`src/rtl/debug_unit_pkg.sv`:
```
// Shared constants and state encodings for the debug unit and its word serialiser.
package debug_unit_pkg;

    localparam int BYTE    = 8;
    localparam int DWORD   = 32;
    localparam int ADDR    = 7;
    localparam int RB_ADDR = 5;

    localparam logic [BYTE-1:0]  CMD_LOAD  = 8'd3;
    localparam logic [BYTE-1:0]  CMD_RUN   = 8'd7;
    localparam logic [BYTE-1:0]  CMD_STEP  = 8'd8;
    localparam logic [DWORD-1:0] HALT_WORD = 32'hFFFF_FFFF;

    typedef enum logic [2:0] {
        IDLE,
        LOAD,
        LOAD_WR,
        RUN,
        STEP,
        DUMP_PC,
        DUMP_RB_RD,
        DUMP_SEND
    } state_t;

    typedef enum logic {
        TX_IDLE,
        TX_WAIT
    } tx_state_t;

endpackage

```
`src/rtl/du_word_tx.sv`:
```
// Sends a latched 32-bit word as four bytes, MSB first, over the UART
// tx_start/tx_done handshake and pulses o_done after the last byte completes.
module du_word_tx
    import debug_unit_pkg::*;
(
    input  logic             i_clock,
    input  logic             i_reset,
    input  logic             i_start,
    input  logic [DWORD-1:0] i_word,
    input  logic             i_tx_done_tick,
    output logic [BYTE-1:0]  o_tx_data,
    output logic             o_tx_start,
    output logic             o_done
);

    tx_state_t        r_state;
    logic [DWORD-1:0] r_word;
    logic [1:0]       r_cnt;
    logic             r_tx_start;
    logic             r_done;

    assign o_tx_data  = r_word[DWORD-1 -: BYTE];
    assign o_tx_start = r_tx_start;
    assign o_done     = r_done;

    // A done tick that coincides with our own start pulse belongs to an older byte.
    always_ff @(posedge i_clock) begin
        if (i_reset) begin
            r_state    <= TX_IDLE;
            r_word     <= '0;
            r_cnt      <= '0;
            r_tx_start <= 1'b0;
            r_done     <= 1'b0;
        end else begin
            r_tx_start <= 1'b0;
            r_done     <= 1'b0;
            case (r_state)
                TX_IDLE: begin
                    if (i_start) begin
                        r_word     <= i_word;
                        r_cnt      <= '0;
                        r_tx_start <= 1'b1;
                        r_state    <= TX_WAIT;
                    end
                end
                TX_WAIT: begin
                    if (i_tx_done_tick && !r_tx_start) begin
                        if (r_cnt == 2'd3) begin
                            r_done  <= 1'b1;
                            r_state <= TX_IDLE;
                        end else begin
                            r_word     <= r_word << BYTE;
                            r_cnt      <= r_cnt + 2'd1;
                            r_tx_start <= 1'b1;
                        end
                    end
                end
                default: r_state <= TX_IDLE;
            endcase
        end
    end

endmodule

```
`src/rtl/debug_unit.sv`:
```
// UART command decoder: loads instruction memory, runs or single-steps the
// processor, then dumps PC and the register file back over the UART.
module debug_unit
    import debug_unit_pkg::*;
(
    input  logic               i_clock,
    input  logic               i_reset,
    input  logic [BYTE-1:0]    i_rx_data,
    input  logic               i_rx_done_tick,
    input  logic               i_tx_done_tick,
    input  logic               i_halt,
    input  logic [DWORD-1:0]   i_pc,
    input  logic [DWORD-1:0]   i_rb_data,
    output logic [BYTE-1:0]    o_tx_data,
    output logic               o_tx_start,
    output logic               o_cpu_enable,
    output logic               o_cpu_flush,
    output logic               o_im_wr_en,
    output logic [ADDR-1:0]    o_im_addr,
    output logic [DWORD-1:0]   o_im_data,
    output logic [RB_ADDR-1:0] o_rb_addr
);

    localparam logic [ADDR-1:0]    IM_LAST = '1;
    localparam logic [RB_ADDR-1:0] RB_LAST = '1;

    state_t                r_state;
    logic [1:0]            r_byte_cnt;
    logic [DWORD-BYTE-1:0] r_shift;
    logic [DWORD-1:0]      r_pc;
    logic                  r_word_start;
    logic                  r_word_is_pc;
    logic                  r_cpu_enable;
    logic                  r_cpu_flush;
    logic                  r_im_wr_en;
    logic [ADDR-1:0]       r_im_addr;
    logic [DWORD-1:0]      r_im_data;
    logic [RB_ADDR-1:0]    r_rb_addr;

    logic [DWORD-1:0]      w_word;
    logic                  w_word_done;

    assign w_word       = r_word_is_pc ? r_pc : i_rb_data;
    assign o_cpu_enable = r_cpu_enable;
    assign o_cpu_flush  = r_cpu_flush;
    assign o_im_wr_en   = r_im_wr_en;
    assign o_im_addr    = r_im_addr;
    assign o_im_data    = r_im_data;
    assign o_rb_addr    = r_rb_addr;

    du_word_tx u_word_tx (
        .i_clock        (i_clock),
        .i_reset        (i_reset),
        .i_start        (r_word_start),
        .i_word         (w_word),
        .i_tx_done_tick (i_tx_done_tick),
        .o_tx_data      (o_tx_data),
        .o_tx_start     (o_tx_start),
        .o_done         (w_word_done)
    );

    // DUMP_RB_RD gives the register file its one cycle of read latency;
    // the word is then latched by the serialiser while r_word_start is high.
    always_ff @(posedge i_clock) begin
        if (i_reset) begin
            r_state      <= IDLE;
            r_byte_cnt   <= '0;
            r_shift      <= '0;
            r_pc         <= '0;
            r_word_start <= 1'b0;
            r_word_is_pc <= 1'b0;
            r_cpu_enable <= 1'b0;
            r_cpu_flush  <= 1'b0;
            r_im_wr_en   <= 1'b0;
            r_im_addr    <= '0;
            r_im_data    <= '0;
            r_rb_addr    <= '0;
        end else begin
            r_cpu_flush  <= 1'b0;
            r_im_wr_en   <= 1'b0;
            r_word_start <= 1'b0;
            case (r_state)
                IDLE: begin
                    if (i_rx_done_tick) begin
                        case (i_rx_data)
                            CMD_LOAD: begin
                                r_cpu_flush <= 1'b1;
                                r_im_addr   <= '0;
                                r_byte_cnt  <= '0;
                                r_state     <= LOAD;
                            end
                            CMD_RUN: begin
                                r_cpu_enable <= 1'b1;
                                r_state      <= RUN;
                            end
                            CMD_STEP: begin
                                if (i_halt) begin
                                    r_state <= DUMP_PC;
                                end else begin
                                    r_cpu_enable <= 1'b1;
                                    r_state      <= STEP;
                                end
                            end
                            default: ;
                        endcase
                    end
                end
                LOAD: begin
                    if (i_rx_done_tick) begin
                        r_byte_cnt <= r_byte_cnt + 2'd1;
                        if (r_byte_cnt == 2'd3) begin
                            r_im_data  <= {r_shift, i_rx_data};
                            r_im_wr_en <= 1'b1;
                            r_state    <= LOAD_WR;
                        end else begin
                            r_shift <= {r_shift[DWORD-2*BYTE-1:0], i_rx_data};
                        end
                    end
                end
                LOAD_WR: begin
                    if (r_im_addr != IM_LAST) begin
                        r_im_addr <= r_im_addr + ADDR'(1);
                    end
                    if (r_im_data == HALT_WORD || r_im_addr == IM_LAST) begin
                        r_state <= IDLE;
                    end else begin
                        r_state <= LOAD;
                    end
                end
                RUN: begin
                    if (i_halt) begin
                        r_cpu_enable <= 1'b0;
                        r_state      <= DUMP_PC;
                    end
                end
                STEP: begin
                    r_cpu_enable <= 1'b0;
                    r_state      <= DUMP_PC;
                end
                DUMP_PC: begin
                    r_pc         <= i_pc;
                    r_word_is_pc <= 1'b1;
                    r_word_start <= 1'b1;
                    r_rb_addr    <= '0;
                    r_state      <= DUMP_SEND;
                end
                DUMP_RB_RD: begin
                    r_word_start <= 1'b1;
                    r_state      <= DUMP_SEND;
                end
                DUMP_SEND: begin
                    if (w_word_done) begin
                        if (r_word_is_pc) begin
                            r_word_is_pc <= 1'b0;
                            r_state      <= DUMP_RB_RD;
                        end else if (r_rb_addr == RB_LAST) begin
                            r_rb_addr <= '0;
                            r_state   <= IDLE;
                        end else begin
                            r_rb_addr <= r_rb_addr + RB_ADDR'(1);
                            r_state   <= DUMP_RB_RD;
                        end
                    end
                end
                default: r_state <= IDLE;
            endcase
        end
    end

endmodule
```
`config.mk`:
```
export PLATFORM = sky130hd
export DESIGN_NAME = debug_unit
export DESIGN_NICKNAME = d
export VERILOG_FILES = /design/src/rtl/debug_unit_pkg.sv /design/src/rtl/du_word_tx.sv /design/src/rtl/debug_unit.sv
export SDC_FILE = /design/constraint.sdc
export NUM_CORES = 1
export LEC_CHECK = 0
export ABC_CLOCK_PERIOD_IN_PS = 1700
export BUFFER_PORTS_ARGS = -buffer_cell sky130_fd_sc_hd__buf_2
export CAP_MARGIN = 20
export CELL_PAD_IN_SITES_DETAIL_PLACEMENT = 1
export CELL_PAD_IN_SITES_GLOBAL_PLACEMENT = 1
export CORE_ASPECT_RATIO = 0.75
export CORE_MARGIN = 3
export CORE_UTILIZATION = 37
export DETAILED_ROUTE_END_ITERATION = 16
export HOLD_SLACK_MARGIN = 0.05
export PLACE_DENSITY = 0.75
export REMOVE_ABC_BUFFERS = 1
export SETUP_SLACK_MARGIN = 0.15
export SYNTH_ARGS = -nofsm -noshare
export SYNTH_HDL_FRONTEND = slang
export SYNTH_HIERARCHICAL = 1
export SYNTH_SLANG_ARGS = --single-unit
```
`constraint.sdc`:
```
create_clock -name i_clock -period 1.7 [get_ports i_clock]
set_input_delay 0.255 -clock i_clock [delete_from_list [all_inputs] [get_ports i_clock]]
set_output_delay 0.255 -clock i_clock [all_outputs]
set_load 0.02 [all_outputs]
```
==> impl_summary.md, run 1 <==
Cells and area
In the final layout, the share of cells above drive strength 1 is 35.0%. The area of the multi-input gates is 3270 um2. The antenna diode instance count is 0. After filler insertion, the fill cell instance count of the layout stands at 1999.

The finished cells cover 8550 um2. The layout overhead on the synthesized area is 33.1%. The register area is 2960 um2. The final net count is 972.

CTS
CTS saw 147 sinks. The number of buffers created by CTS is 17. In this run the clock root is driven by a sky130_fd_sc_hd__clkbuf_16. At the later pin of the worst-skew pair, clock insertion delay measures 420 ps. The H-tree depth is 4.

TritonCTS built the clock tree. The clock input transition at the sequential cells of the worst setup and hold paths is 70 ps. The clock passes through at most 2 buffers.

Setup path
STA classifies the critical path endpoint as a register. By startpoint and endpoint, the worst setup path is classified as register to register. The worst register-to-register path has a depth of 7. The worst register-to-register path has a setup slack of 100 ps.

STA classifies the critical path startpoint as a register. The critical path starts at o_rb_addr[0]. The endpoint arrival time on the critical path is 1940 ps.

The critical path endpoint is r_state[1]. The reg-to-reg critical path endpoint is r_state[1]. The required time of the critical path is 2040 ps. The beginning of the worst register-to-register path is o_rb_addr[0]. In this run the worst path has a maximum fanout of 3.

Timing
The number of failing hold endpoints at the final stage is 0. The setup skew after layout is 12.8 ps. The final hold slack is 68.6 ps. Setup repair after global routing could not meet its margin everywhere. The post-route clock period utilization is 94.3%.

The max-slew violation count is 0. The sum of negative setup slack is 0 ps. Setup slack on the critical path of the routed design comes to 97.3 ps.

Measured against its own limit, the worst slew margin works out to 70.7%. The timing-limited maximum frequency is 0.624 GHz. For the pin with the worst max-slew slack, the measured transition is 438 ps.

The minimum clock period is 1600 ps. The total of endpoints with negative setup slack in the final report is 0.

GRT
The combined global-route utilization of all metal layers is 21.4%. The pin count of the biggest net entering global routing is 62. The first-pass GRT wire length is 32.4 mm.

Summed over all layers, the global routing overflow is 0. The number of global-route vias before repair came to 6050. The number of antenna violations at the first check in global routing is 0.

Power and ir drop
The sequential share of power is 43.8%. For this design the static power due to leakage is 0.00319 uW. For this design the ratio of total power to cell area is 923 nW/um2. The combinational group share of total power is 4.7%. Overall power consumption after layout is estimated at 7890 uW. Of the total power, the share spent switching nets is 23.8%. The peak supply drop is 0.652 mV. Internal power comes to 6010 uW. The clock network burns 51.5% of the power.

In this run the power spent charging and discharging nets is 1880 uW.

Routing
For this block, the routed nets add up to 20.0 mm of wire. The total number of vias is 5831. After detailed routing, the number of remaining DRC violations is 0. The average detailed-routed wire length per instance is 17.9 um.

The first TritonRoute pass finished after 4 iterations. The via density per instance is 5.22. The violation count after the first detailed-route iteration is 238.

The detail route stage leaves a number of antenna-violating nets equal to 0.

Outcome
The flow ran to the end, and the final reports show no timing, DRC or antenna violations.

Yosys
The synthesized netlist cell count is 736. The share of the yosys chip area belonging to registers is 45.8%. The average cell area after synthesis is 8.73 um2. Summing every instance area after synthesis gives 6420 um2. After synthesis the netlist holds a flip-flop and latch count of 147.

Counting flops with a built-in enable in the synthesized netlist gives 0. The total of warnings raised by yosys is 6. The most common flop cell mapped by yosys is sky130_fd_sc_hd__dfxtp_1.

After synthesis, the netlist uses 54 different library cells. After synthesis, the share of flip-flops with an asynchronous set or reset is 0%.

Placement
The worst setup slack before clock tree synthesis is -241 ps. The total of buffers placed on input and output ports is 132. The placed instances occupy a cell area of 7580 um2.

Routability-driven placement finished with a final weighted congestion of 0.797. After legalization and detailed placement, the total HPWL measured 12.9 mm.

Die
Measured along the x axis, the die boundary spans 158 um. The initial standard-cell utilization of the core is 37.9%. The region available for standard cell placement spans 16900 um2. The initialized floorplan defines 41 standard-cell rows. In this run the vertical extent of the chip is 120 um. 133 I/O pins were placed. The area of the die is 19000 um2.

Min path
The class of the most critical hold timing path is input port to register.

Run
The tool flagged a number of max-cap violations equal to 0.
flip-flops by register name (all words and copies together), names as in the netlist:
name / count
o_im_wr_en: 1
r_state: 3
r_word_is_pc: 1
o_rb_addr: 5
r_byte_cnt: 2
u_word_tx/r_word: 32
o_cpu_flush: 1
r_word_start: 1
o_cpu_enable: 1
u_word_tx/o_tx_start: 1
u_word_tx/o_done: 1
r_shift: 24
o_im_data: 32
o_im_addr: 7
u_word_tx/r_state: 1
r_pc: 32
u_word_tx/r_cnt: 2
placed cells by master (no fill, tap or decap), types with 4 or more instances in the layout:
cell / netlist / final
sky130_fd_sc_hd__a22o_1: 9 / 9
sky130_fd_sc_hd__a21oi_1: 98 / 98
sky130_fd_sc_hd__nand3b_1: 5 / 5
sky130_fd_sc_hd__a211oi_2: 20 / 21
sky130_fd_sc_hd__buf_12: 0 / 12
sky130_fd_sc_hd__buf_2: 8 / 131
sky130_fd_sc_hd__nand3_1: 7 / 6
sky130_fd_sc_hd__dlygate4sd3_1: 0 / 7
sky130_fd_sc_hd__nand2_1: 182 / 182
sky130_fd_sc_hd__nand4_1: 12 / 12
sky130_fd_sc_hd__dfxtp_1: 147 / 141
sky130_fd_sc_hd__mux2_2: 33 / 33
sky130_fd_sc_hd__o21ai_0: 5 / 5
sky130_fd_sc_hd__clkbuf_16: 0 / 18
sky130_fd_sc_hd__nor3_1: 36 / 35
sky130_fd_sc_hd__inv_6: 0 / 5
sky130_fd_sc_hd__a211oi_1: 9 / 7
sky130_fd_sc_hd__buf_4: 14 / 42
sky130_fd_sc_hd__xor2_1: 4 / 4
sky130_fd_sc_hd__nand2b_1: 4 / 4
sky130_fd_sc_hd__nor2_1: 17 / 15
sky130_fd_sc_hd__buf_6: 3 / 5
sky130_fd_sc_hd__mux2i_1: 26 / 25
worst min path at each step:
stage | startpoint | end | depth (start not counted)
global placement | r_pc[21] | r_pc[21] | 2
floorplan | i_reset | u_word_tx/r_word[10] | 1
global route | i_pc[25] | r_pc[25] | 3
finish | i_pc[17] | r_pc[17] | 3
CTS | i_pc[29] | r_pc[29] | 3
detailed placement | r_pc[3] | r_pc[3] | 2
critical path, stage by stage (launching register included):
cell and delay (ps):
sky130_fd_sc_hd__dfxtp_1 320, sky130_fd_sc_hd__ha_2 190, sky130_fd_sc_hd__and3_4 180, sky130_fd_sc_hd__ha_4 170, sky130_fd_sc_hd__inv_2 60, sky130_fd_sc_hd__nor3_1 60, sky130_fd_sc_hd__or4_1 410, sky130_fd_sc_hd__mux2i_1 130
through the flow:
| step | cells | utilization (%) |
|---|---|---|
| after detailed placement | 1072 | 44.8 |
| after global routing | 1118 | 50.5 |
| after floorplan | 672 | - |
| after CTS | 1117 | 49.9 |
| final | 1118 | 50.5 |
| after global placement | 1072 | 44.8 |
area by class of cell:
class                   instances  area share, %
clock inverters                15           2.50
well taps                     215           3.15
inverters                       4          0.176
clock buffers                  17           4.98
flip-flops and latches        147           34.6
multi-input cells             521           38.3
repair buffers                199           16.3
Yosys cell counts, drive strengths merged, types with 2 or more instances:
cell	instances	area, um2
nand3	7	35.0
mux2i	26	260
ha	5	62.6
nand2b	5	38.8
inv	4	15.0
dfxtp	147	2940
clkbuf	39	148
o211ai	2	15.0
or4	2	15.0
nand3b	5	37.5
a311oi	2	17.5
nor4	3	18.8
mux2	33	372
and3	4	25.0
and2	2	12.5
nand4	12	75.1
nor2b	3	18.8
o21ai	5	25.0
and3b	3	26.3
a21oi	98	490
xor2	4	35.0
a22o	9	78.8
buf	25	179
nor3b	4	30.0
a41oi	2	17.5
nor3	37	196
a211oi	29	318
a22oi	2	15.0
nand2	183	689
nor2	18	70.1
per-layer routing:
| metal | global-route usage [%] | up-vias | share of wire (%) |
|---|---|---|---|
| met4 | 6.29 | 0 | 1.2 |
| met5 | 0 | - | 0 |
| met1 | 29.2 | 2862 | 47 |
| met3 | 3.89 | 19 | 3.1 |
| met2 | 34.4 | 77 | 48 |
| li1 | - | 2873 | - |
cell families (layout without fill, tap and decap cells):
group / count (synthesis) / after routing / share of synthesized area (%)
and+or+nand+nor: 293 / 293 / 20.9
AOI/OAI and AO/OA: 159 / 159 / 16.5
DFF: 147 / 147 / 45.8
buffers and inverters: 68 / 235 / 5.32
muxes: 59 / 59 / 9.84
adders and majority gates: 5 / 5 / 0.974
xor gates and xnor gates: 5 / 5 / 0.682
repair_timing:
| item | 4_1_cts | 5_1_grt |
|---|---|---|
| gates resized for setup | 24 | 22 |
| hold endpoints to repair | 7 | 0 |
| pin swaps | 2 | 9 |
| buffers inserted | 5 | 0 |
| gates cloned | 1 | 1 |
| hold buffers | 7 | 0 |
| setup endpoints to repair | 94 | 100 |
power by group through the flow:
stage / clock network (uW) / registers [uW] / logic, uW
floorplan: 0 / 3530 / 103
global placement: 0 / 3530 / 341
detailed placement: 0 / 3530 / 343
CTS: 4150 / 3450 / 367
global route: 4300 / 3450 / 405
finish: 4070 / 3450 / 371
No activity file was read; power rests on OpenSTA's default activity.
==> run 2, diff against run 1 <==
CORE_MARGIN = not set   (was 3)
HOLD_SLACK_MARGIN = 0.12   (was 0.05)
==> impl_summary.md, run 2 (synthesis gave the netlist of run 1 again) <==
Outcome
The flow ran to the end, and the final reports show no timing, DRC or antenna violations.

Setup path
The reg2reg setup slack came to 100 ps (about the same). STA classifies the critical path endpoint as a register. The launching element type of the critical path is a register. The kind of critical path is register to register. The reg-to-reg critical path endpoint is r_state[1].

The endpoint arrival time on the critical path came to 1940 ps (about the same). The required time of the critical path is 2040 ps (about the same). The peak fanout along the critical path came to 5 (+2).

The startpoint identified for the worst register-to-register timing path is r_state[2]. The worst reg-to-reg path cell count is 4 (-3).

Timing
The number of failing hold endpoints at the final stage is 0 (unchanged). The timing-limited maximum frequency is 0.625 GHz (+0.24%). The total of endpoints with negative setup slack in the final report is 0 (unchanged). The worst slew slack as a fraction of its limit was 66.4% (-4.3 points).

The max-slew violation count is 0 (unchanged). The setup skew after layout is 16.9 ps (+4.16 ps). The post-route clock period utilization is 94.1% (-0.22 points). The pin slew with the least headroom to its limit is 504 ps (+65.0 ps). The minimum clock period is 1600 ps (-3.76 ps). Setup repair after global routing could not meet its margin everywhere. The sum of negative setup slack is 0 ps (unchanged).

Cells and area
The count of filler cells inserted in the layout is 1975 (-1.2%). The design area is 8930 um2 (+4.5%). The final net count was 1007 (+3.6%). The fraction of layout cells with a size suffix above 1 is 35.6% (+0.61 points). The core occupancy in the finished layout is 52.9% (+2.4 points).

The top cell types in the final layout, fill and taps aside, are 182 x sky130_fd_sc_hd__nand2_1, 138 x sky130_fd_sc_hd__dfxtp_1, 131 x sky130_fd_sc_hd__buf_2, 93 x sky130_fd_sc_hd__a21oi_1, 44 x sky130_fd_sc_hd__buf_4. The layout overhead on the synthesized area is 39.1%. The most common cell after layout, fill and taps aside is sky130_fd_sc_hd__nand2_1.

The antenna diode instance count came to 0 (unchanged).

CTS
The root buffer cell is sky130_fd_sc_hd__clkbuf_16. The number of buffers created by CTS is 17 (unchanged). The worst-case clock buffer depth came to 2 (unchanged). The total clock sinks was 147 (unchanged). The clock latency of the later-clocked register in the worst-skew pair is 430 ps (about the same).

The clock input transition at the sequential cells of the worst setup and hold paths is 70 ps (about the same). The clock tree from TritonCTS is done. The H-tree depth is 4 (unchanged).

Routing
The average detailed-routed wire length per instance is 17.6 um (-1.5%). The iteration count of the initial detailed-routing pass is 4 (unchanged). The via density per instance was 5.20 (-0.39%). The DRC violations left was 0 (unchanged). The violation count after the first detailed-route iteration was 252 (+5.9%). The total length of routed wires was 20.3 mm (+1.6%). The count of antenna-violating nets left after detailed routing is 0 (unchanged). The total number of vias was 5990 (+2.7%).

Run
The number of maximum-capacitance violations came to 0 (unchanged).

Die
The die boundary width was 154 um (-2.5%). The area inside the core boundary is 16900 um2 (-0.30%). The floorplan row count is 41 (unchanged). The initial standard-cell utilization of the core is 38.1% (+0.12 points).

The I/O pin total was 133 (unchanged). The area of the die is 17900 um2 (-5.8%). The vertical die dimension is 116 um (-3.3%).

GRT
The pin count of the biggest net entering global routing is 59 (-4.8%). The combined global-route utilization of all metal layers is 22.6% (+1.2 points). The number of antenna violations at the first check in global routing came to 1 (+1).

The number of global-route vias before repair was 6025 (-0.41%). The first-pass GRT wire length is 31.9 mm (-1.6%). The leftover overflow at the end of global routing is 0 (unchanged).

Power and ir drop
The static leakage came to 0.00334 uW (+4.7%). The total power consumption of the routed design is 7620 uW (-3.4%). The peak supply drop came to 0.611 mV (-6.3%).

The power density over the cells came to 853 nW/um2 (-7.5%).

Placement
The total of buffers placed on input and output ports is 132 (unchanged). The HPWL reported at the end of detailed placement was 12.5 mm (-3.3%). The global placer's final weighted congestion was 0.841 (+5.5%). The area after detailed placement is 7560 um2 (-0.26%).

Min path
The worst min-delay path endpoint is u_word_tx/r_word[0]. The worst min-delay path startpoint is i_rb_data[0]. In this run the worst hold path is classified as input port to register. The count of cells along the worst hold path came to 3 (unchanged).
==> run 2: cell types whose count changed in the layout (fill, tap and decap cells not counted), sizes merged <==
cell	previous run	this run
dlygate4sd3	7	33
buf	190	196
clkbuf	18	23
bufinv	3	1
clkinvlp	1	3
bufbuf	1	0
clkinv	4	3
==> run 2: critical path, stage by stage, from the launching register on <==
cell	delay, ps
sky130_fd_sc_hd__dfxtp_4	350
sky130_fd_sc_hd__buf_6	130
sky130_fd_sc_hd__o41a_1	410
sky130_fd_sc_hd__or4_1	500
sky130_fd_sc_hd__mux2i_1	130
==> run 2: area by class of cell <==
type	count	area, um2	share of cell area (%)
tap	215	269	3.01
multi-input combinational	521	3320	37.2
clock buffer	18	439	4.92
clock inverter	14	141	1.58
inverter	4	15.0	0.168
timing repair buffer	234	1790	20.0
sequential	147	2960	33.1
==> run 2: repair_timing <==
action / 4_1_cts / 5_1_grt
endpoints found under the hold margin: 34 / 0
hold buffers: 33 / 0
resized for setup: 28 / 35
gates cloned: 1 / 5
pin swaps: 6 / 17
setup buffers: 6 / 5
setup endpoints to repair: 96 / 82
==> run 2: stage by stage <==
stage               instances  hold slack (ps)  setup WS [ps]
global route             1153              187           17.4
detailed placement       1071              447           -228
floorplan                 672              320           -653
global placement         1071              439           -192
finish                   1153              189            101
CTS                      1143              177            101
==> run 2: report_power, final <==
group | switching, uW | internal [uW] | total [uW]
Combinational | 205 | 228 | 433
Sequential | 4.66 | 3450 | 3450
Clock | 1640 | 2100 | 3740
==> run 2: layer usage <==
metal	part of all wire (%)	vias to the layer above	global-route usage [%]
met5	0	-	0
met4	1.0	0	5.87
met3	2.7	19	4.49
met2	48	87	38.3
met1	48	2936	29.7
li1	-	2948	-
==> run 2: worst max-delay path by stage <==
stage	cells after the start	start	slack (ps)	endpoint
after floorplan	3	u_word_tx/r_state	-650	u_word_tx/r_word[0]
after global placement	5	i_rx_data[5]	-190	r_state[1]
after detailed placement	7	i_rx_data[5]	-230	r_state[0]
after CTS	6	r_state[2]	100	o_im_addr[5]
after global routing	8	r_state[2]	20	r_shift[10]
final	4	r_state[2]	100	r_state[1]
==> run 3, diff against run 2 <==
BUFFER_PORTS_ARGS = not set   (was -buffer_cell sky130_fd_sc_hd__buf_2)
CORE_UTILIZATION = 42   (was 37)
DONT_BUFFER_PORTS = 1   (was not set)
PLACE_DENSITY = 0.73   (was 0.75)
==> impl_summary.md, run 3 (synthesis gave the netlist of run 1 again) <==
Timing
The setup skew after layout is 9.62 ps (-7.30 ps). The number of failing hold endpoints at the final stage is 103 (+103). The minimum clock period is 1700 ps (+105 ps).

The timing-limited maximum frequency is 0.587 GHz (-6.2%). The max-slew violation count is 0 (unchanged). The worst slew slack as a fraction of its limit is 64.7% (-1.7 points).

The setup slack after layout is -3.93 ps (-105 ps). The pin slew with the least headroom to its limit is 528 ps (+24.8 ps). The post-route clock period utilization is 100% (+6.2 points). The total of endpoints with negative setup slack in the final report was 1 (+1).

The final hold slack was -100 ps (-289 ps). Setup repair after global routing could not meet its margin everywhere.

Die
The area inside the core boundary is 14700 um2 (-13%). The die boundary width is 145 um (-6.1%). The vertical die dimension is 109 um (-6.0%).

The initial standard-cell utilization of the core was 43.7% (+5.7 points). The floorplan row count is 38 (-7.3%). The I/O pin total came to 133 (unchanged). The area of the die is 15800 um2 (-12%).

Routing
The count of antenna-violating nets left after detailed routing is 0 (unchanged). The average detailed-routed wire length per instance is 19.6 um (+11%). The total number of vias came to 5563 (-7.1%).

The via density per instance came to 5.58 (+7.4%). The iteration count of the initial detailed-routing pass is 4 (unchanged). The total length of routed wires is 19.5 mm (-3.8%). The violation count after the first detailed-route iteration was 298 (+18%). The DRC violations left is 0 (unchanged).

Min path
The count of cells along the worst hold path came to 1 (-2). In this run the most critical hold path is launched from i_reset. The worst min-delay path endpoint is r_shift[7]. The class of the most critical hold timing path is input port to register.

GRT
The first-pass GRT wire length is 30.1 mm (-5.4%). The leftover overflow at the end of global routing came to 0 (unchanged). The number of global-route vias before repair came to 5864 (-2.7%). The pin count of the biggest net entering global routing is 143 (+140%). The combined global-route utilization of all metal layers came to 24.9% (+2.3 points). The number of antenna violations at the first check in global routing is 0 (-1).

Setup path
The required time of the critical path came to 2040 ps (about the same). The critical path in this run is classified as register to register. The reg2reg setup slack is -4 ps (-100 ps). The worst reg-to-reg path cell count is 8 (+4). The critical path goes through ha_4, and3_4, ha_4, buf_6, a211oi_4, buf_4, nand3b_1, a21oi_1. The worst register-to-register path ends at o_rb_addr[2].

The beginning of the worst register-to-register path is o_rb_addr[0]. The peak fanout along the critical path is 3 (-2). The sort of element at the end of the critical path is a register. The stage delay of the slowest cell on the critical path came to 330 ps (-170 ps). The launching element type of the critical path is a register. The largest individual stage delay along the critical path comes from the cell sky130_fd_sc_hd__dfxtp_2. The endpoint arrival time on the critical path is 2040 ps (+100 ps).

By instance count, the cell type seen most on the critical path is sky130_fd_sc_hd__ha_4.

Power and ir drop
The total power consumption of the routed design is 7200 uW (-5.5%). The peak supply drop was 0.672 mV (+10%). The static leakage is 0.00268 uW (-20%). The power density over the cells came to 904 nW/um2 (+5.9%).

CTS
The worst-case clock buffer depth was 2 (unchanged). The number of buffers created by CTS is 17 (unchanged). The H-tree depth is 4 (unchanged).

The cts-stage hold buffer count is 10 (-70%). The total clock sinks is 147 (unchanged). The clock latency of the later-clocked register in the worst-skew pair is 420 ps (about the same).

The clock tree from TritonCTS is done. CTS placed an instance of sky130_fd_sc_hd__clkbuf_16 at the clock tree root. The clock input transition at the sequential cells of the worst setup and hold paths was 60 ps (about the same).

Run
The number of maximum-capacitance violations is 0 (unchanged).

Outcome
The flow ran to the end, but the final reports show violations. The checks that failed: hold timing, setup timing.

Cells and area
The final net count is 865 (-14%). The most common cell after layout, fill and taps aside is sky130_fd_sc_hd__nand2_1. The layout overhead on the synthesized area is 24.0%. The core occupancy in the finished layout is 54.2% (+1.3 points). The fraction of layout cells with a size suffix above 1 was 25.6% (-10 points). The library cells used most frequently in the layout, excluding fill and tap cells, are 182 x sky130_fd_sc_hd__nand2_1, 140 x sky130_fd_sc_hd__dfxtp_1, 98 x sky130_fd_sc_hd__a21oi_1, 67 x sky130_fd_sc_hd__buf_4, 34 x sky130_fd_sc_hd__nor3_1.

Placement
The worst setup slack before clock tree synthesis came to -204 ps (+24.0 ps). The global placer's final weighted congestion came to 0.915 (+8.8%). The total of buffers placed on input and output ports is 0 (-100%). The HPWL reported at the end of detailed placement was 12.4 mm (-0.64%).
-- run 3: changes by cell type in the layout (fill, tap and decap cells not counted), moves of 4 or more --
cell	previous run	this run
sky130_fd_sc_hd__a21oi_1	93	98
sky130_fd_sc_hd__a21oi_2	5	0
sky130_fd_sc_hd__buf_2	131	0
sky130_fd_sc_hd__buf_4	44	67
sky130_fd_sc_hd__buf_6	9	5
sky130_fd_sc_hd__clkbuf_16	22	18
sky130_fd_sc_hd__dfxtp_2	8	3
sky130_fd_sc_hd__dlygate4sd3_1	33	10
-- run 3: cell type report --
| class | instances | area, um2 |
|---|---|---|
| repair buffers | 92 | 877 |
| fillers | 1662 | 6730 |
| flip-flops and latches | 147 | 2960 |
| inverters | 4 | 17.5 |
| clock inverters | 14 | 119 |
| multi-input cells | 521 | 3300 |
| well taps | 200 | 250 |
| diodes | 1 | 2.50 |
| clock buffers | 18 | 439 |
-- run 3: power breakdown --
group          total, uW  switching (uW)  internal, uW
combinational        183            87.8          95.5
clock               3570            1610          1950
sequential          3450            6.82          3440
total               7200            1710          5490
-- run 3: through the flow --
step,TNS (ps),area [um2],instances
floorplan,-28040,6100,672
global placement,-668,6990,945
detailed placement,-1720,6990,945
CTS,0,7780,992
global route,-31.1,7960,996
finish,-3.93,7970,997
-- run 3: critical path: cells and delay by family (launching register included) --
family / cells / cell delay, ps
AOI/OAI and AO/OA: 2 / 430
DFF: 1 / 330
adders and majority gates: 2 / 330
buffers and inverters: 2 / 290
and+or+nand+nor: 2 / 250
-- run 3: repair_timing --
action	CTS	global route
cloned	1	1
hold endpoints to repair	146	136
resized for setup	24	25
endpoints found under the setup margin	45	95
buffers inserted	4	3
pin swaps	4	19
-- run 3: routing by layer --
layer	vias up	wire [um]	part of all wire, %	GRT usage, %
li1	2657	-	-	-
met1	2774	8880	45	31.7
met2	120	9570	49	41.4
met3	12	945	4.8	6.24
met4	0	145	0.74	7.74
met5	-	0	0	0
-- run 3: worst max-delay path by stage --
stage / endpoint / slack, ps / from
after detailed placement: r_state[1] / -200 / i_rx_data[5]
final: o_rb_addr[2] / -4 / o_rb_addr[0]
after global placement: r_state[1] / -180 / i_rx_data[5]
after global routing: o_rb_addr[2] / -30 / o_rb_addr[0]
after CTS: r_state[1] / 40 / o_rb_addr[0]
after floorplan: u_word_tx/r_word[0] / -650 / u_word_tx/r_state
